File: config.mk
export PLATFORM = sky130hd
export DESIGN_NAME = decoder_nx2n_seq
export DESIGN_NICKNAME = d
export VERILOG_FILES = /design/src/rtl/decoder_pkg.sv /design/src/rtl/decoder_nx2n_seq_onehot_enc_sel.sv /design/src/rtl/decoder_nx2n_seq.sv
export SDC_FILE = /design/constraint.sdc
export NUM_CORES = 1
export LEC_CHECK = 0
export BUFFER_PORTS_ARGS = -buffer_cell sky130_fd_sc_hd__buf_2
export CAP_MARGIN = 20
export CORE_ASPECT_RATIO = 0.75
export CORE_UTILIZATION = 51
export DETAILED_ROUTE_END_ITERATION = 10
export PLACE_DENSITY = 0.75
export SLEW_MARGIN = 5
export SYNTH_ARGS = -nofsm -noshare
export SYNTH_HDL_FRONTEND = slang
export SYNTH_SLANG_ARGS = --single-unit
File: constraint.sdc
create_clock -name clk -period 2.4 [get_ports clk]
set_input_delay 0.24 -clock clk [delete_from_list [all_inputs] [get_ports clk]]
set_output_delay 0.24 -clock clk [all_outputs]
set_load 0.01 [all_outputs]
File: src/rtl/decoder_pkg.sv
// Shared FSM state type and default select width for the sequenced
// N-to-2^N decoder and its helpers.
package decoder_pkg;

  localparam int DEFAULT_SEL_W = 3;

  typedef enum logic [1:0] {
    IDLE = 2'd0,
    HOLD = 2'd1,
    SCAN = 2'd2
  } state_t;

endpackage

File: src/rtl/decoder_nx2n_seq_onehot_enc_sel.sv
// Combinational index-to-one-hot encoder with an enable; all-zero when disabled.
module onehot_enc_sel #(
  parameter int SEL_W = 3
) (
  input  logic [SEL_W-1:0]      i_sel,
  input  logic                  i_en,
  output logic [(2**SEL_W)-1:0] o_onehot
);

  always_comb begin
    o_onehot = '0;
    if (i_en) o_onehot[i_sel] = 1'b1;
  end

endmodule

File: src/rtl/decoder_nx2n_seq.sv
// Registered N-to-2^N decoder with a valid/ready command port, a valid/ready
// result port, and an optional scan mode that sweeps every output line once.
module decoder_nx2n_seq
  import decoder_pkg::*;
#(
  parameter int SEL_W   = DEFAULT_SEL_W,
  parameter int SCAN_EN = 1,
  localparam int OUT_W  = 2**SEL_W
) (
  input  logic             clk,
  input  logic             rst,
  input  logic             en,
  input  logic             in_valid,
  output logic             in_ready,
  input  logic [SEL_W-1:0] in_sel,
  input  logic             in_scan,
  output logic [OUT_W-1:0] out,
  output logic             out_valid,
  input  logic             out_ready,
  output logic [SEL_W-1:0] out_idx,
  output logic             out_last
);

  localparam logic [SEL_W:0] LAST_CNT = {1'b0, {SEL_W{1'b1}}};

  state_t           r_state;
  state_t           w_nextState;
  logic [OUT_W-1:0] r_out;
  logic [SEL_W-1:0] r_idx;
  logic             r_last;
  logic             r_valid;
  logic [SEL_W:0]   r_cnt;

  logic             w_accept;
  logic             w_taken;
  logic             w_scanGo;
  logic             w_sweepDone;
  logic [SEL_W-1:0] w_nextIdx;
  logic [SEL_W:0]   w_cntInc;
  logic [SEL_W-1:0] w_encSel;
  logic             w_encEn;
  logic [OUT_W-1:0] w_encOut;

  assign w_accept    = in_valid && in_ready;
  assign w_taken     = r_valid && out_ready;
  assign w_scanGo    = in_scan && en && (SCAN_EN != 0);
  assign w_sweepDone = (r_cnt == LAST_CNT);
  assign w_nextIdx   = r_idx + SEL_W'(1);
  assign w_cntInc    = r_cnt + (SEL_W + 1)'(1);

  // A new command always wins the encoder; otherwise it prepares the next sweep index.
  assign w_encSel = w_accept ? in_sel : w_nextIdx;
  assign w_encEn  = w_accept ? en : 1'b1;

  onehot_enc_sel #(
    .SEL_W (SEL_W)
  ) u_enc (
    .i_sel    (w_encSel),
    .i_en     (w_encEn),
    .o_onehot (w_encOut)
  );

  always_comb begin
    in_ready = 1'b0;
    if (!rst) begin
      case (r_state)
        IDLE:    in_ready = 1'b1;
        HOLD:    in_ready = out_ready;
        default: in_ready = 1'b0;
      endcase
    end
  end

  always_comb begin
    w_nextState = r_state;
    case (r_state)
      IDLE: begin
        if (w_accept) w_nextState = w_scanGo ? SCAN : HOLD;
      end
      HOLD: begin
        if (w_accept)     w_nextState = w_scanGo ? SCAN : HOLD;
        else if (w_taken) w_nextState = IDLE;
      end
      SCAN: begin
        if (w_taken && w_sweepDone) w_nextState = IDLE;
      end
      default: w_nextState = IDLE;
    endcase
  end

  always_ff @(posedge clk) begin
    if (rst) r_state <= IDLE;
    else     r_state <= w_nextState;
  end

  // Once the final beat leaves, out keeps its last value with valid dropped.
  always_ff @(posedge clk) begin
    if (rst) begin
      r_out   <= '0;
      r_idx   <= '0;
      r_last  <= 1'b0;
      r_valid <= 1'b0;
      r_cnt   <= '0;
    end else if (w_accept) begin
      r_out   <= w_encOut;
      r_idx   <= en ? in_sel : '0;
      r_last  <= !w_scanGo;
      r_valid <= 1'b1;
      r_cnt   <= '0;
    end else if (w_taken) begin
      if (r_state == SCAN && !w_sweepDone) begin
        r_out  <= w_encOut;
        r_idx  <= w_nextIdx;
        r_cnt  <= w_cntInc;
        r_last <= (w_cntInc == LAST_CNT);
      end else begin
        r_valid <= 1'b0;
      end
    end
  end

  assign out       = r_out;
  assign out_idx   = r_idx;
  assign out_last  = r_last;
  assign out_valid = r_valid;

endmodule
==> impl_metrics.py <==
metrics = {
    "sta": {
        "rsz0062_at_grt": "false",
        "hold_viol_final": 0,
        "finalSetupViolCount": 0,
        "clock_skew_ps": 1.08,
        "worst_pin_slew_ps": 585,
        "period_share": 0.736,
        "setup_tns_ps": 0,
        "fin_crit_ps": 1770,
        "final_max_slew_viol_count": 0,
        "clock.fmax_mhz": 566,
        "slew_headroom": 0.608,
    },
    "hold_path": {
        "hold_path.class": "in -> reg",
    },
    "global_route": {
        "overflow": 0,
        "grtUsageTotal": 0.221,
        "grt_pass1_vias": 711,
        "grt_pass1_wl_um": 3310,
        "antenna_found_initial": 0,
        "grt_start_max_net_pins": 12,
    },
    "cells_and_area": {
        "final_util": 0.647,
        "fin_nets": 149,
        "drive_above_1_share": 0.228,
        "final_cell_count_no_fill": 158,
        "area_delta_synth_final_pct": 13.6,
        "num_antenna_cells": 0,
        "nFillCells": 145,
    },
    "yosys": {
        "yosysSeqAreaShare": 0.370,
        "yosysTopAreaCell": "dfxtp_1",
        "syn-num-nets": 125,
        "synth_commonest_cells": "dfxtp_1, nand2_1, a22o_1, nor2_1",
        "synthCells": 113,
        "async_flop_share": 0,
        "synth_most_common_cell": "dfxtp_1",
        "yosysUniqueCellTypes": 41,
        "ys_seq_elements": 19,
        "avgSynthCellArea_um2": 9.10,
        "synth-edff-count": 0,
        "synth_warnings": 0,
        "synth_top_flop_cell": "dfxtp_1",
        "synth_area_um2": 1030,
        "synth_top_area_frac": 0.370,
        "synthTopCellsByArea": "dfxtp_1, a22o_1, nand2_1",
    },
    "run_status": {
        "outcome": "complete, no violations",
    },
    "floorplanning": {
        "die_h_um": 40.9,
        "die_w_um": 53.9,
        "io-pin-count": 23,
        "start_util": 0.570,
        "coreArea_um2": 1810,
        "rows": 13,
        "dieArea_um2": 2200,
    },
    "pwr": {
        "switching_power_uw": 248,
        "seqPwrFrac": 0.511,
        "internal_power_uw": 495,
        "ir_drop_v": 0.000512,
        "finalPower_uw": 742,
        "pwr-share-comb": 0.267,
        "power.share.clock": 0.222,
        "power_density_nw_per_um2": 635,
        "p_sw_frac": 0.334,
        "p_leak_nw": 0.538,
    },
    "clocking": {
        "clkTransAtPathRegs_ps": 110,
        "clk_latency_ps": 300,
        "hold_buffers": 0,
        "cts_tree": "done",
        "cts_max_level": 1,
        "postCtsSetupBuffers": 0,
        "numCtsBuffers": 3,
        "cts-resized-gates": 0,
        "cts_sinks": 19,
        "clockBufferDepth": 2,
        "root_buffer": "clkbuf_4",
    },
    "worst_setup_path": {
        "path_max_fanout": 8,
        "critPathArrivalTime_ps": 1960,
        "criticalPathCategory": "reg -> reg",
        "worstPathRequired_ps": 2600,
        "end_kind": "register",
        "start_kind": "register",
    },
    "routing": {
        "routed_wl_um": 2200,
        "met1_length_um": 1060,
        "vias": 916,
        "first_pass_iters": 4,
        "topRoutingLayerUsed": "met4",
        "met3_length_um": 171,
        "avgRoutedWirePerCell_um": 13.9,
        "drt-initial-drc-count": 37,
        "drtAntennaViolNets": 0,
        "via_per_inst": 5.80,
        "drc": 0,
        "wl_met2_um": 949,
    },
    "flow_run": {
        "maxCapViolations": 0,
    },
    "placement": {
        "dp.cells": 154,
        "dp_hpwl_um": 1680,
        "routabilityCongestion": 0.915,
        "port_buffers": 22,
    },
}
-- path summary, 6_finish.rpt --
kind              startpoint    endpoint  slack (ps)  cells past startpoint
setup reg to reg    r_cnt[0]      out[2]         630                      5
setup / recovery    r_cnt[0]      out[2]         630                      5
hold / removal           rst  out_idx[1]         200                      2
hold reg to reg       out[4]      out[4]         490                      1
-- power by group through the flow --
stage | registers [mW] | clock network, mW | logic, mW
floorplan | 0.381 | 0 | 0.148
global route | 0.387 | 0.184 | 0.218
detailed placement | 0.386 | 0 | 0.197
CTS | 0.378 | 0.167 | 0.198
global placement | 0.383 | 0 | 0.194
finish | 0.379 | 0.165 | 0.198
-- critical path: stages, from the launching register on --
cell and delay, ps:
dfxtp_1 360, ha_1 270, and3b_1 200, nor2_2 310
nor2_1 230, a22o_1 300
-- area by class of cell --
type,instances,area (um^2),area share
sequential,19,380,0.325
timing repair buffer,22,110,0.0942
multi-input combinational,87,609,0.521
clock buffer,4,26.3,0.0225
tap,22,27.5,0.0236
inverter,4,15.0,0.0128
-- cell families (layout without fill, tap and decap cells) --
family	count (synthesis)	count (layout)	synth area share
xor+xnor	7	7	0.0596
compound gates	28	28	0.227
buf+inv	7	30	0.0377
fa+ha+maj	3	3	0.0365
simple gates	45	45	0.230
flops	19	19	0.370
mux	4	4	0.0389
-- per-layer routing --
layer / track usage / vias to the layer above
li1: - / 465
met1: 0.304 / 412
met2: 0.333 / 37
met3: 0.0778 / 2
met4: 0.0395 / 0
met5: 0 / -
-- sequential cells by signal, summed over array words and instances (netlist names) --
name       cells
r_cnt          4
out_last       1
out_idx        3
r_state        2
out            8
out_valid      1
-- metrics by stage --
stage	hold slack, ps	setup slack (ps)	area [um^2]
after floorplan	423	902	1030
after global placement	460	699	1140
after detailed placement	458	670	1140
after CTS	193	648	1170
after global routing	195	527	1170
final	198	633	1170
-- layout by cell type (no fill, tap or decap), types with 2 or more instances in the layout --
cell type	Yosys	layout
mux2i_1	4	4
nand2b_1	3	3
a211oi_1	2	2
xor2_1	3	3
and3_1	2	2
a21oi_1	3	3
dfxtp_1	19	19
a22o_1	8	8
ha_1	3	3
nor2_1	7	7
nor3_1	2	2
o31ai_2	2	2
a31oi_1	2	2
clkbuf_4	0	3
nand3b_1	3	3
nand2_1	16	16
inv_1	4	4
xnor2_1	4	4
buf_2	1	22
nand3_1	3	3
Power figures use the tool's default switching activity.
